`src/rtl/sensor_mon_pkg.sv`:
```
// Shared types and the sensor error equation for the sensor monitor controller.
package sensor_mon_pkg;

    typedef enum logic [1:0] {
        IDLE,
        MONITOR,
        PENDING,
        FAULT
    } state_t;

    // A sensor word is in error when bit 0 fires, or bit 1 fires together with bit 2 or bit 3.
    function automatic logic sensor_err(input logic [3:0] s);
        return s[0] | (s[1] & (s[2] | s[3]));
    endfunction

endpackage

```
`src/rtl/sample_timer.sv`:
```
// Rollover counter producing a one-cycle flag every PRESCALE enabled cycles.
module sample_timer #(
    parameter int PRESCALE = 4
) (
    input  logic clk,
    input  logic n_rst,
    input  logic clear,
    input  logic count_enable,
    output logic rollover_flag
);

    localparam int CW = (PRESCALE > 1) ? $clog2(PRESCALE) : 1;
    localparam logic [CW-1:0] LAST = CW'(PRESCALE - 1);

    logic [CW-1:0] count_q;
    logic [CW-1:0] count_d;

    always_comb begin
        rollover_flag = count_enable && (count_q == LAST);
        count_d       = count_q;
        if (clear) begin
            count_d = '0;
        end else if (count_enable) begin
            count_d = rollover_flag ? '0 : count_q + 1'b1;
        end
    end

    always_ff @(posedge clk or negedge n_rst) begin
        if (!n_rst) begin
            count_q <= '0;
        end else begin
            count_q <= count_d;
        end
    end

endmodule

```
`src/rtl/sensor_monitor_ctrl.sv`:
```
// Samples the sensor error bus on a prescaled tick, debounces errors and latches a sticky fault.
module sensor_monitor_ctrl
    import sensor_mon_pkg::*;
#(
    parameter int PRESCALE = 4,
    parameter int DEBOUNCE = 3,
    parameter int CNT_BITS = 8
) (
    input  logic                clk,
    input  logic                n_rst,
    input  logic                enable,
    input  logic [3:0]          sensors,
    input  logic                clear_fault,
    output logic                sample_strobe,
    output logic                fault,
    output logic [3:0]          fault_code,
    output logic [CNT_BITS-1:0] fault_count
);

    localparam int DW = $clog2(DEBOUNCE + 1);
    localparam logic [DW-1:0] DEB_LAST = DW'(DEBOUNCE - 1);

    state_t                state_q, state_d;
    logic [DW-1:0]         deb_cnt_q, deb_cnt_d;
    logic                  fault_q, fault_d;
    logic [3:0]            fault_code_q, fault_code_d;
    logic [CNT_BITS-1:0]   fault_count_q, fault_count_d;
    logic                  tick;
    logic                  err;
    logic                  declare;
    logic                  timer_clear;
    logic                  timer_run;

    // The prescaler only runs while actively watching the sensors.
    assign timer_clear = (state_q == IDLE) || (state_q == FAULT);
    assign timer_run   = !timer_clear;

    sample_timer #(
        .PRESCALE(PRESCALE)
    ) u_sample_timer (
        .clk          (clk),
        .n_rst        (n_rst),
        .clear        (timer_clear),
        .count_enable (timer_run),
        .rollover_flag(tick)
    );

    always_comb begin
        state_d       = state_q;
        deb_cnt_d     = deb_cnt_q;
        fault_d       = fault_q;
        fault_code_d  = fault_code_q;
        fault_count_d = fault_count_q;
        declare       = 1'b0;
        err           = sensor_err(sensors);

        unique case (state_q)
            IDLE: begin
                if (enable) state_d = MONITOR;
            end
            MONITOR: begin
                if (!enable) begin
                    state_d = IDLE;
                end else if (tick && err) begin
                    if (DEBOUNCE == 1) begin
                        declare = 1'b1;
                    end else begin
                        state_d   = PENDING;
                        deb_cnt_d = DW'(1);
                    end
                end
            end
            PENDING: begin
                if (!enable) begin
                    state_d   = IDLE;
                    deb_cnt_d = '0;
                end else if (tick) begin
                    if (!err) begin
                        state_d   = MONITOR;
                        deb_cnt_d = '0;
                    end else if (deb_cnt_q == DEB_LAST) begin
                        declare = 1'b1;
                    end else begin
                        deb_cnt_d = deb_cnt_q + 1'b1;
                    end
                end
            end
            FAULT: begin
                // Only clear_fault leaves FAULT; enable merely picks the destination.
                if (clear_fault) begin
                    state_d = enable ? MONITOR : IDLE;
                    fault_d = 1'b0;
                end
            end
            default: state_d = IDLE;
        endcase

        if (declare) begin
            state_d      = FAULT;
            deb_cnt_d    = '0;
            fault_d      = 1'b1;
            fault_code_d = sensors;
            if (fault_count_q != '1) fault_count_d = fault_count_q + 1'b1;
        end
    end

    always_ff @(posedge clk or negedge n_rst) begin
        if (!n_rst) begin
            state_q       <= IDLE;
            deb_cnt_q     <= '0;
            fault_q       <= 1'b0;
            fault_code_q  <= '0;
            fault_count_q <= '0;
        end else begin
            state_q       <= state_d;
            deb_cnt_q     <= deb_cnt_d;
            fault_q       <= fault_d;
            fault_code_q  <= fault_code_d;
            fault_count_q <= fault_count_d;
        end
    end

    assign sample_strobe = tick;
    assign fault         = fault_q;
    assign fault_code    = fault_code_q;
    assign fault_count   = fault_count_q;

endmodule

```
`config.mk`:
```
export PLATFORM = sky130hd
export DESIGN_NAME = sensor_monitor_ctrl
export DESIGN_NICKNAME = d
export VERILOG_FILES = /design/src/rtl/sensor_mon_pkg.sv /design/src/rtl/sample_timer.sv /design/src/rtl/sensor_monitor_ctrl.sv
export SDC_FILE = /design/constraint.sdc
export NUM_CORES = 1
export LEC_CHECK = 0
export CAP_MARGIN = 5
export CORE_MARGIN = 10
export CORE_UTILIZATION = 25
export CTS_CLUSTER_SIZE = 8
export DETAILED_ROUTE_END_ITERATION = 6
export PLACE_DENSITY = 0.45
export SLEW_MARGIN = 15
export SYNTH_ARGS = -nofsm -noshare
export SYNTH_HDL_FRONTEND = slang
export SYNTH_SLANG_ARGS = --single-unit
export TNS_END_PERCENT = 100
```
`constraint.sdc`:
```
create_clock -name clk -period 2.5 [get_ports clk]
set_clock_uncertainty 0.2 [all_clocks]
set_input_delay 0.5 -clock clk [delete_from_list [all_inputs] [get_ports clk]]
set_output_delay 0.5 -clock clk [all_outputs]
set_load 0.03 [all_outputs]
```
Word-level counts from Yosys, hierarchy flattened
Index checks and enable logic that the tools add are counted.

word-level totals
  register bits after elaboration = 19
  latch bits = 0
  memory bits (writable) = 0
  ROM bits = 0
  bits of input ports = 8
  word-level logic and storage cells = 66
  memories = 0

operators by class
  $add $sub $neg = 3
  multiply operators = 0
  divide/modulo/power cells = 0
  magnitude comparators = 0
  eq/ne operators = 14
  shift operators = 0
  multiplexer cells = 28
  bitwise gates (word level) = 3
  reductions and logical operators = 12

operators with widths
  kind                                                                    number
  2-bit 2-to-1 mux                                                        17
  3-bit != test (second input constant)                                   4
  4-bit != test (second input constant)                                   3
  5-bit AND reduction                                                     2
  1-bit 2-to-1 mux                                                        9
  8-bit by 1-bit adder with 8-bit output (second input constant)          1
  2-bit equality test (second input constant)                             4
  8-bit != test (second input constant)                                   1
  2-bit case mux with 4 select lines                                      1
  5-bit != test (second input constant)                                   1
  2-bit by 1-bit adder with 2-bit output (second input constant)          2
  2-bit case mux with 2 select lines                                      1
  2-bit AND reduction                                                     2
  2-bit nonzero test                                                      2
  3-bit nonzero test                                                      1
  2-bit by 1-bit equality test with 1-bit output (second input constant)  1
  1-bit logical AND                                                       2
  2-bit zero test                                                         1
  1-bit bitwise OR                                                        2
  1-bit bitwise AND                                                       1
  1-bit zero test                                                         1
  1-bit logical OR                                                        1

Logic depth before layout (Yosys ltp)
Gate-level depths: netlist of the first run.

  depth after elaboration = 9
  gate-level depth with buffers = 7

Modules after synthesis
From an unflattened synthesis of the first run, not the netlist that was laid out.

second synthesis, totals
  cell total of the unflattened synthesis = 112
  area total of the unflattened synthesis = 1166.1 µm²

modules (own cells, without submodules)
  module               times used  cells each  area each (µm²)  sequential area each (µm²)
  sensor_monitor_ctrl  1           103         1059.8           425.4
  sample_timer         1           9           106.4            50.0

Worst setup path before layout of the first run
Ideal clock, no wire load.

  kind = register to register
  from = register state_q[1]
  to = register fault_count_q[1], in the netlist fault_count[1]
  setup time = 0.125 ns
  data arrival time = 1.794 ns
  setup slack = 0.381 ns
  cell stages (with the launch flop) = 7
  cell sequence = dfrtp_1 -> inv_1 -> ha_1 -> and3_4 -> o2111ai_4 -> a31oi_4 -> mux2_2

on the way
  cells in the longest elaborated chain, start to end = 8
  elaborated cells on any way between the ends = 10

RTL lines
  item                                                           RTL line                    RTL
  start, declared                                                sensor_monitor_ctrl.sv:23   state_t state_q, state_d;
  start signal, assigned                                         sensor_monitor_ctrl.sv:115  state_q <= state_d;
  2-bit equality test / 2-bit zero test (equally long branches)  sensor_monitor_ctrl.sv:35   assign timer_clear = (state_q == IDLE) || (state_q == FAULT);
  1-bit logical OR                                               sensor_monitor_ctrl.sv:35
  1-bit zero test                                                sensor_monitor_ctrl.sv:36   assign timer_run = !timer_clear;
  1-bit logical AND                                              sample_timer.sv:19          rollover_flag = count_enable && (count_q == LAST);
  1-bit 2-to-1 mux                                               sensor_monitor_ctrl.sv:77   end else if (tick) begin
  1-bit 2-to-1 mux                                               sensor_monitor_ctrl.sv:74   if (!enable) begin
  1-bit 2-to-1 mux (*)                                           sensor_monitor_ctrl.sv:57   unique case (state_q)
  2-bit AND reduction (no source line) (*)                       -
  end signal, assigned                                           sensor_monitor_ctrl.sv:119  fault_count_q <= fault_count_d;
  end, declared                                                  sensor_monitor_ctrl.sv:27   logic [CNT_BITS-1:0] fault_count_q, fault_count_d;

Every way passes the cells marked *; elsewhere a longest branch is shown, timed or not.
A chain may end at the register's enable or synchronous reset.

Worst setup path in the final report of the first run
  from = register state_q[0]
  to = output port sample_strobe

on the way
  cells in the longest elaborated chain, start to end = 4
  elaborated cells on any way between the ends = 5

RTL lines
  item                                                           RTL line                   RTL
  2-bit equality test / 2-bit zero test (equally long branches)  sensor_monitor_ctrl.sv:35
  1-bit logical OR (*)                                           sensor_monitor_ctrl.sv:35
  1-bit zero test (*)                                            sensor_monitor_ctrl.sv:36
  1-bit logical AND (*)                                          sample_timer.sv:19
  end, declared                                                  sensor_monitor_ctrl.sv:14  output logic sample_strobe,

Marks and branches as above.

==> impl_results.md, run 1 <==
* Status: complete, no violations
* Max_cap viols at 0
* Setup-failing EPs final at 0
* Dominant cell type by area after synthesis: dfrtp_1
* IO buf count at 21
* Post-synth cell types at 29
* Yosys top cell area share at 46.1%
* First-pass GRT wire length at 4020 um
* Area of the multi-input gates at 529 um2
* Core area at 4000 um2
* Clock power share at 21.9%
* Via density at 4.49
* Die W at 84.2 um
* Top cells by area, synth: dfrtp_1 46%, ha_1 9.7%, mux2_2 7.6%
* Setup CP Type: reg -> out
* DRT iter0 DRCs at 9
* Commonest non-fill, non-tap cell in the layout: clkdlybuf4s50_1
* Critical path capture point type: primary output
* Htree depth at 1
* Syn_nets at 104
* Cell at the root of the clock tree: clkbuf_8
* Reg power frac at 39.0%
* Synth Warn # at 0
* Max rail drop VDD at 0.198 mV
* Worst EP arrival at 1.63 ns
* P&R area growth vs syn at 34.5%
* Period minus WS final at 2.33 ns
* Mean Syn Cell Area at 11.7 um2
* Worst Max-Slew Pin Slew at 0.362 ns
* Pre-CTS setup slack at 0.114 ns
* Post-DP HPWL at 1730 um
* Initial antenna violation count at 0
* Fin util at 34.7%
* Fillers at 398
* Peak Freq at 429 MHz
* DR vias at 755
* GRT Util Overall at 6.72%
* Vias in the first global route at 815
* TritonCTS clock tree: built
* Fin crit share at 93.3%
* Site Rows at 23
* Slew margin rel. at 75.7%
* CP startpoint kind: flip-flop
* Drt drc at 0
* Clock insertion delay at the later pin of the skew report at 0.25 ns
* Die height at 84.2 um
* Cells after DPL at 164
* Internal Power at 663 uW
* Initial Util at 25.8%
* Pins Over Slew Limit at 0
* Unrepaired setup endpoints after global routing: no
* Combinational share of power at 39.1%
* Worst min-delay path category: reg -> reg
* Clk sink count at 19
* Switching Share at 31.9%
* Antenna-violating nets left at 0
* Wirelength per Cell at 13.3 um
* Crit path max fanout at 4
* Power Density at 703 nW/um2
* Ports at 22
* Worst path required time at 1.80 ns
* Overflow after GRT at 0
* Post-layout power at 975 uW
* Worst setup margin at 0.168 ns
* Final Hold Viols at 0
* Area of the die at 7090 um2
* Clk buf depth at 2
* Antenna Cells at 0
* Leak pwr at 0.644 nW
* DR pass1 iterations at 4
* Proportion of layout cells with a drive suffix above 1 at 21.2%
* GP Congestion at 0.767
* Final nets at 135
* Setup_tns at 0 ns
* Sequential area share after synthesis at 46.1%
* Largest net degree at the start of global routing at 20
* R2R Setup Slk at 0.23 ns
* Post-Layout Cell Count at 168
* Post-synthesis register bit count at 19
* Cells after Synth at 88
* Hold path depth at 1
* Routed WL at 2230 um
* Commonest cells after routing, fill and taps aside: 20 x clkdlybuf4s50_1, 19 x dfrtp_1, 8 x ha_1, 7 x mux2_2
* Worst r2r path cells at 7
* Storage cell area at 475 um2
* Mapped Area at 1030 um2
* CTS clk-pin slew, worst paths at 0.07 ns
* Sw power at 311 uW
* Total CTS buffers at 3
[power groups by stage]
stage / logic (mW) / registers [mW] / clock network [mW]
final: 0.381 / 0.380 / 0.213
after global routing: 0.435 / 0.386 / 0.240
after CTS: 0.387 / 0.380 / 0.224
after detailed placement: 0.387 / 0.387 / 0
after global placement: 0.390 / 0.384 / 0
after floorplan: 0.253 / 0.387 / 0
[worst max-delay path, stage by stage, from the launching register on]
cell and delay [ns]:
dfrtp_1 0.41, inv_1 0.08, ha_1 0.32, and2_2 0.22
dlygate4sd2_1 0.35
[what timing repair did]
action                     in CTS  in global routing
gates resized for setup         1                  0
setup endpoints to repair       1                  0
hold buffers                    0                  0
setup buffers                   0                  0
[final cells by class]
class | instances | area share (%)
multi-input combinational | 63 | 38.2
inverter | 5 | 1.35
clock inverter | 1 | 0.361
sequential | 19 | 34.3
timing repair buffer | 27 | 18.3
tap | 50 | 4.51
clock buffer | 3 | 2.98
[stage by stage]
stage,hold slack [ns],area (um2)
6_report,0.240,1390
5_1_grt,0.278,1390
4_1_cts,0.243,1390
3_5_place_dp,0.233,1340
3_3_place_gp,0.224,1340
2_1_floorplan,0.00441,1030
[flip-flops by register name, indices dropped and copies added (netlist names)]
name,flops
fault,1
state_q,2
deb_cnt_q,2
u_sample_timer.count_q,2
fault_count,8
fault_code,4
[per-layer routing]
layer  wire, um  global-route usage, %  up-vias  part of all wire (%)
met5          0                      0        -                     0
met4         12                   2.74        0                  0.54
met3        165                   2.71        2                   7.4
met2        915                   9.54       19                    41
met1       1140                   8.75      359                    51
li1           -                      -      375                     -
[path summary, 6_finish.rpt]
check | start | endpoint
max in group asynchronous | n_rst | fault_count[4]$_DFFE_PN0P_
worst min-delay path | u_sample_timer.count_q[0]$_DFF_PN0_ | u_sample_timer.count_q[0]$_DFF_PN0_
worst max-delay path | state_q[0]$_DFFE_PN0P_ | sample_strobe
worst min register to register | u_sample_timer.count_q[0]$_DFF_PN0_ | u_sample_timer.count_q[0]$_DFF_PN0_
worst max register to register | state_q[0]$_DFFE_PN0P_ | fault_count[1]$_DFFE_PN0P_
min in group asynchronous | n_rst | fault_code[1]$_DFFE_PN0P_
[cell families after synthesis]
group                    after synthesis  share of synthesized area (%)
flip-flops                            19                           46.1
AO/OA/AOI/OAI                         17                           14.2
adder cells (fa/ha/maj)                8                           9.71
AND/OR/NAND/NOR                       24                           13.7
multiplexers                           8                           8.62
buffers and inverters                  6                           2.55
XOR/XNOR                               6                           5.10
[synth_stat cells]
cell / number
a21boi_0: 1
a21oi_1: 4
a2bb2oi_1: 1
a31oi_4: 1
a32o_1: 1
and2_2: 2
and2b_2: 1
and3_1: 2
and3_2: 1
and3_4: 1
buf_4: 1
dfrtp_1: 19
ha_1: 8
inv_1: 5
mux2_2: 7
mux2i_1: 1
nand2_1: 6
nand4_1: 4
nor2_1: 3
nor2b_1: 1
nor3b_1: 2
o2111ai_4: 1
o21a_1: 2
o21ai_0: 4
o31ai_1: 1
o32a_1: 1
or2_2: 1
xnor2_1: 5
xor2_1: 1
Note: power is estimated with default switching activity, not from simulation.
==> run 2: changes to the inputs <==
--- a/config.mk
+++ b/config.mk
@@ -6,7 +6,6 @@
 export NUM_CORES = 1
 export LEC_CHECK = 0
 export CAP_MARGIN = 5
-export CORE_MARGIN = 10
 export CORE_UTILIZATION = 25
 export CTS_CLUSTER_SIZE = 8
 export DETAILED_ROUTE_END_ITERATION = 6
==> impl_results.md, run 2 (synthesized netlist as in run 1, its figures left out) <==
* Setup_tns at 0 ns
* Post-route cell area at 1380 um2
* Antenna-violating nets left at 0
* Setup CP Type: reg -> out
* GRT Util Overall at 10.5%
* P&R area growth vs syn at 33.4%
* First-pass GRT wire length at 3360 um
* CP startpoint kind: flip-flop
* Drt drc at 0
* Pins Over Slew Limit at 0
* Peak Freq at 424 MHz
* DR pass1 iterations at 4
* Max rail drop VDD at 0.222 mV
* TritonCTS clock tree: built
* Final Hold Viols at 0
* Die height at 66.2 um
* Status: complete, no violations
* Critical path capture point type: primary output
* Site Rows at 22
* Overflow after GRT at 0
* Placed cell areas at 1330 um2
* Leak pwr at 0.636 nW
* DRT iter0 DRCs at 20
* Die W at 66.2 um
* R2R Setup Slk at 0.21 ns
* Max reg flops at 8
* Largest net degree at the start of global routing at 20
* Initial antenna violation count at 0
* IO buf count at 21
* Unrepaired setup endpoints after global routing: no
* Via density at 4.39
* Htree depth at 1
* Routed WL at 2000 um
* Cell at the root of the clock tree: clkbuf_8
* Final nets at 134
* Core area at 3800 um2
* Power Density at 700 nW/um2
* Worst path required time at 1.80 ns
* CTS clk-pin slew, worst paths at 0.07 ns
* GP Congestion at 0.743
* Max_cap viols at 0
* Setup repair bufs after CTS at 0
* Clk buf depth at 2
* Worst Max-Slew Pin Slew at 0.332 ns
* Antenna Cells at 0
* Fillers at 388
* Initial Util at 27.1%
* Worst min-delay path category: reg -> reg
* Setup-failing EPs final at 0
* Commonest cells after routing, fill and taps aside: 20 x clkdlybuf4s50_1, 19 x dfrtp_1, 8 x ha_1, 7 x mux2_2, 6 x nand2_1
* Area of the die at 4390 um2
* Vias in the first global route at 695
* Ports at 22
* Commonest non-fill, non-tap cell in the layout: clkdlybuf4s50_1
* Proportion of layout cells with a drive suffix above 1 at 19.7%
* Fin crit share at 94.3%
* Crit path max fanout at 4
* Worst EP arrival at 1.66 ns
* Post-DP HPWL at 1560 um
* Slew margin rel. at 77.7%
* Clk sink count at 19
* Period minus WS final at 2.36 ns
* Clock insertion delay at the later pin of the skew report at 0.25 ns
* Wirelength per Cell at 12.1 um
* DR vias at 725
* Total CTS buffers at 3
==> run 2: changes by cell type in the layout (fill, tap and decap cells not counted) <==
| cell | previous run | this run |
|---|---|---|
| buf_4 | 6 | 5 |
| clkinv_2 | 1 | 0 |
| clkbuf_1 | 0 | 1 |
==> run 2: stage by stage <==
stage	utilization (%)	power, mW	worst slack (ns)	hold WS (ns)	std cells
after floorplan	-	0.640	0.381	0.00441	88
after global placement	35.0	0.751	0.111	0.226	161
after detailed placement	35.0	0.763	0.109	0.238	161
after CTS	36.2	0.986	0.117	0.248	165
after global routing	36.2	1.04	0.0617	0.257	165
final	36.2	0.963	0.143	0.244	165
==> run 2: layout make-up <==
class / count / area (um2) / area share, %
Sequential cell: 19 / 475 / 34.6
Clock buffer: 4 / 45.0 / 3.28
Multi-Input combinational cell: 63 / 529 / 38.5
Inverter: 5 / 18.8 / 1.36
Timing Repair Buffer: 26 / 246 / 17.9
Tap cell: 48 / 60.1 / 4.37
==> run 2: critical path, cell delays in order, from the launching register on <==
cell           delay, ns
dfrtp_1             0.40
inv_1               0.11
ha_1                0.32
and2_2              0.22
dlygate4sd2_1       0.35
==> run 2: worst paths after layout <==
check | from | to | cells after the start
min in group asynchronous | n_rst | state_q[0]$_DFFE_PN0P_ | 2
max | state_q[0]$_DFFE_PN0P_ | sample_strobe | 4
max in group asynchronous | n_rst | fault_count[5]$_DFFE_PN0P_ | 2
min | u_sample_timer.count_q[0]$_DFF_PN0_ | u_sample_timer.count_q[0]$_DFF_PN0_ | 1
min reg2reg | u_sample_timer.count_q[0]$_DFF_PN0_ | u_sample_timer.count_q[0]$_DFF_PN0_ | 1
max reg2reg | state_q[0]$_DFFE_PN0P_ | fault_count[1]$_DFFE_PN0P_ | 7
==> run 2: power by group <==
group / internal, mW / total (mW) / switching (mW)
logic: 0.190 / 0.370 / 0.180
clock network: 0.113 / 0.215 / 0.101
registers: 0.352 / 0.378 / 0.0259
==> run 2: layer usage <==
layer	vias to the layer above	GRT usage [%]	wire, um
met1	338	12.6	913
met5	-	0	0
met4	0	6.38	46
li1	373	-	-
met3	4	2.07	61
met2	10	17.1	975
==> run 2: repair_timing <==
item | CTS | global route
hold endpoints to repair | 0 | 0
gates resized for setup | 1 | 0
hold buffers | 0 | 0
endpoints found under the setup margin | 1 | 0
==> run 3: changes to the inputs <==
--- a/config.mk
+++ b/config.mk
@@ -10,7 +10,7 @@
 export CTS_CLUSTER_SIZE = 8
 export DETAILED_ROUTE_END_ITERATION = 6
 export PLACE_DENSITY = 0.45
-export SLEW_MARGIN = 15
+export SLEW_MARGIN = 20
 export SYNTH_ARGS = -nofsm -noshare
 export SYNTH_HDL_FRONTEND = slang
 export SYNTH_SLANG_ARGS = --single-unit
==> results of run 3 <==
Final layout, timing and power as in run 2 (identical DEF).
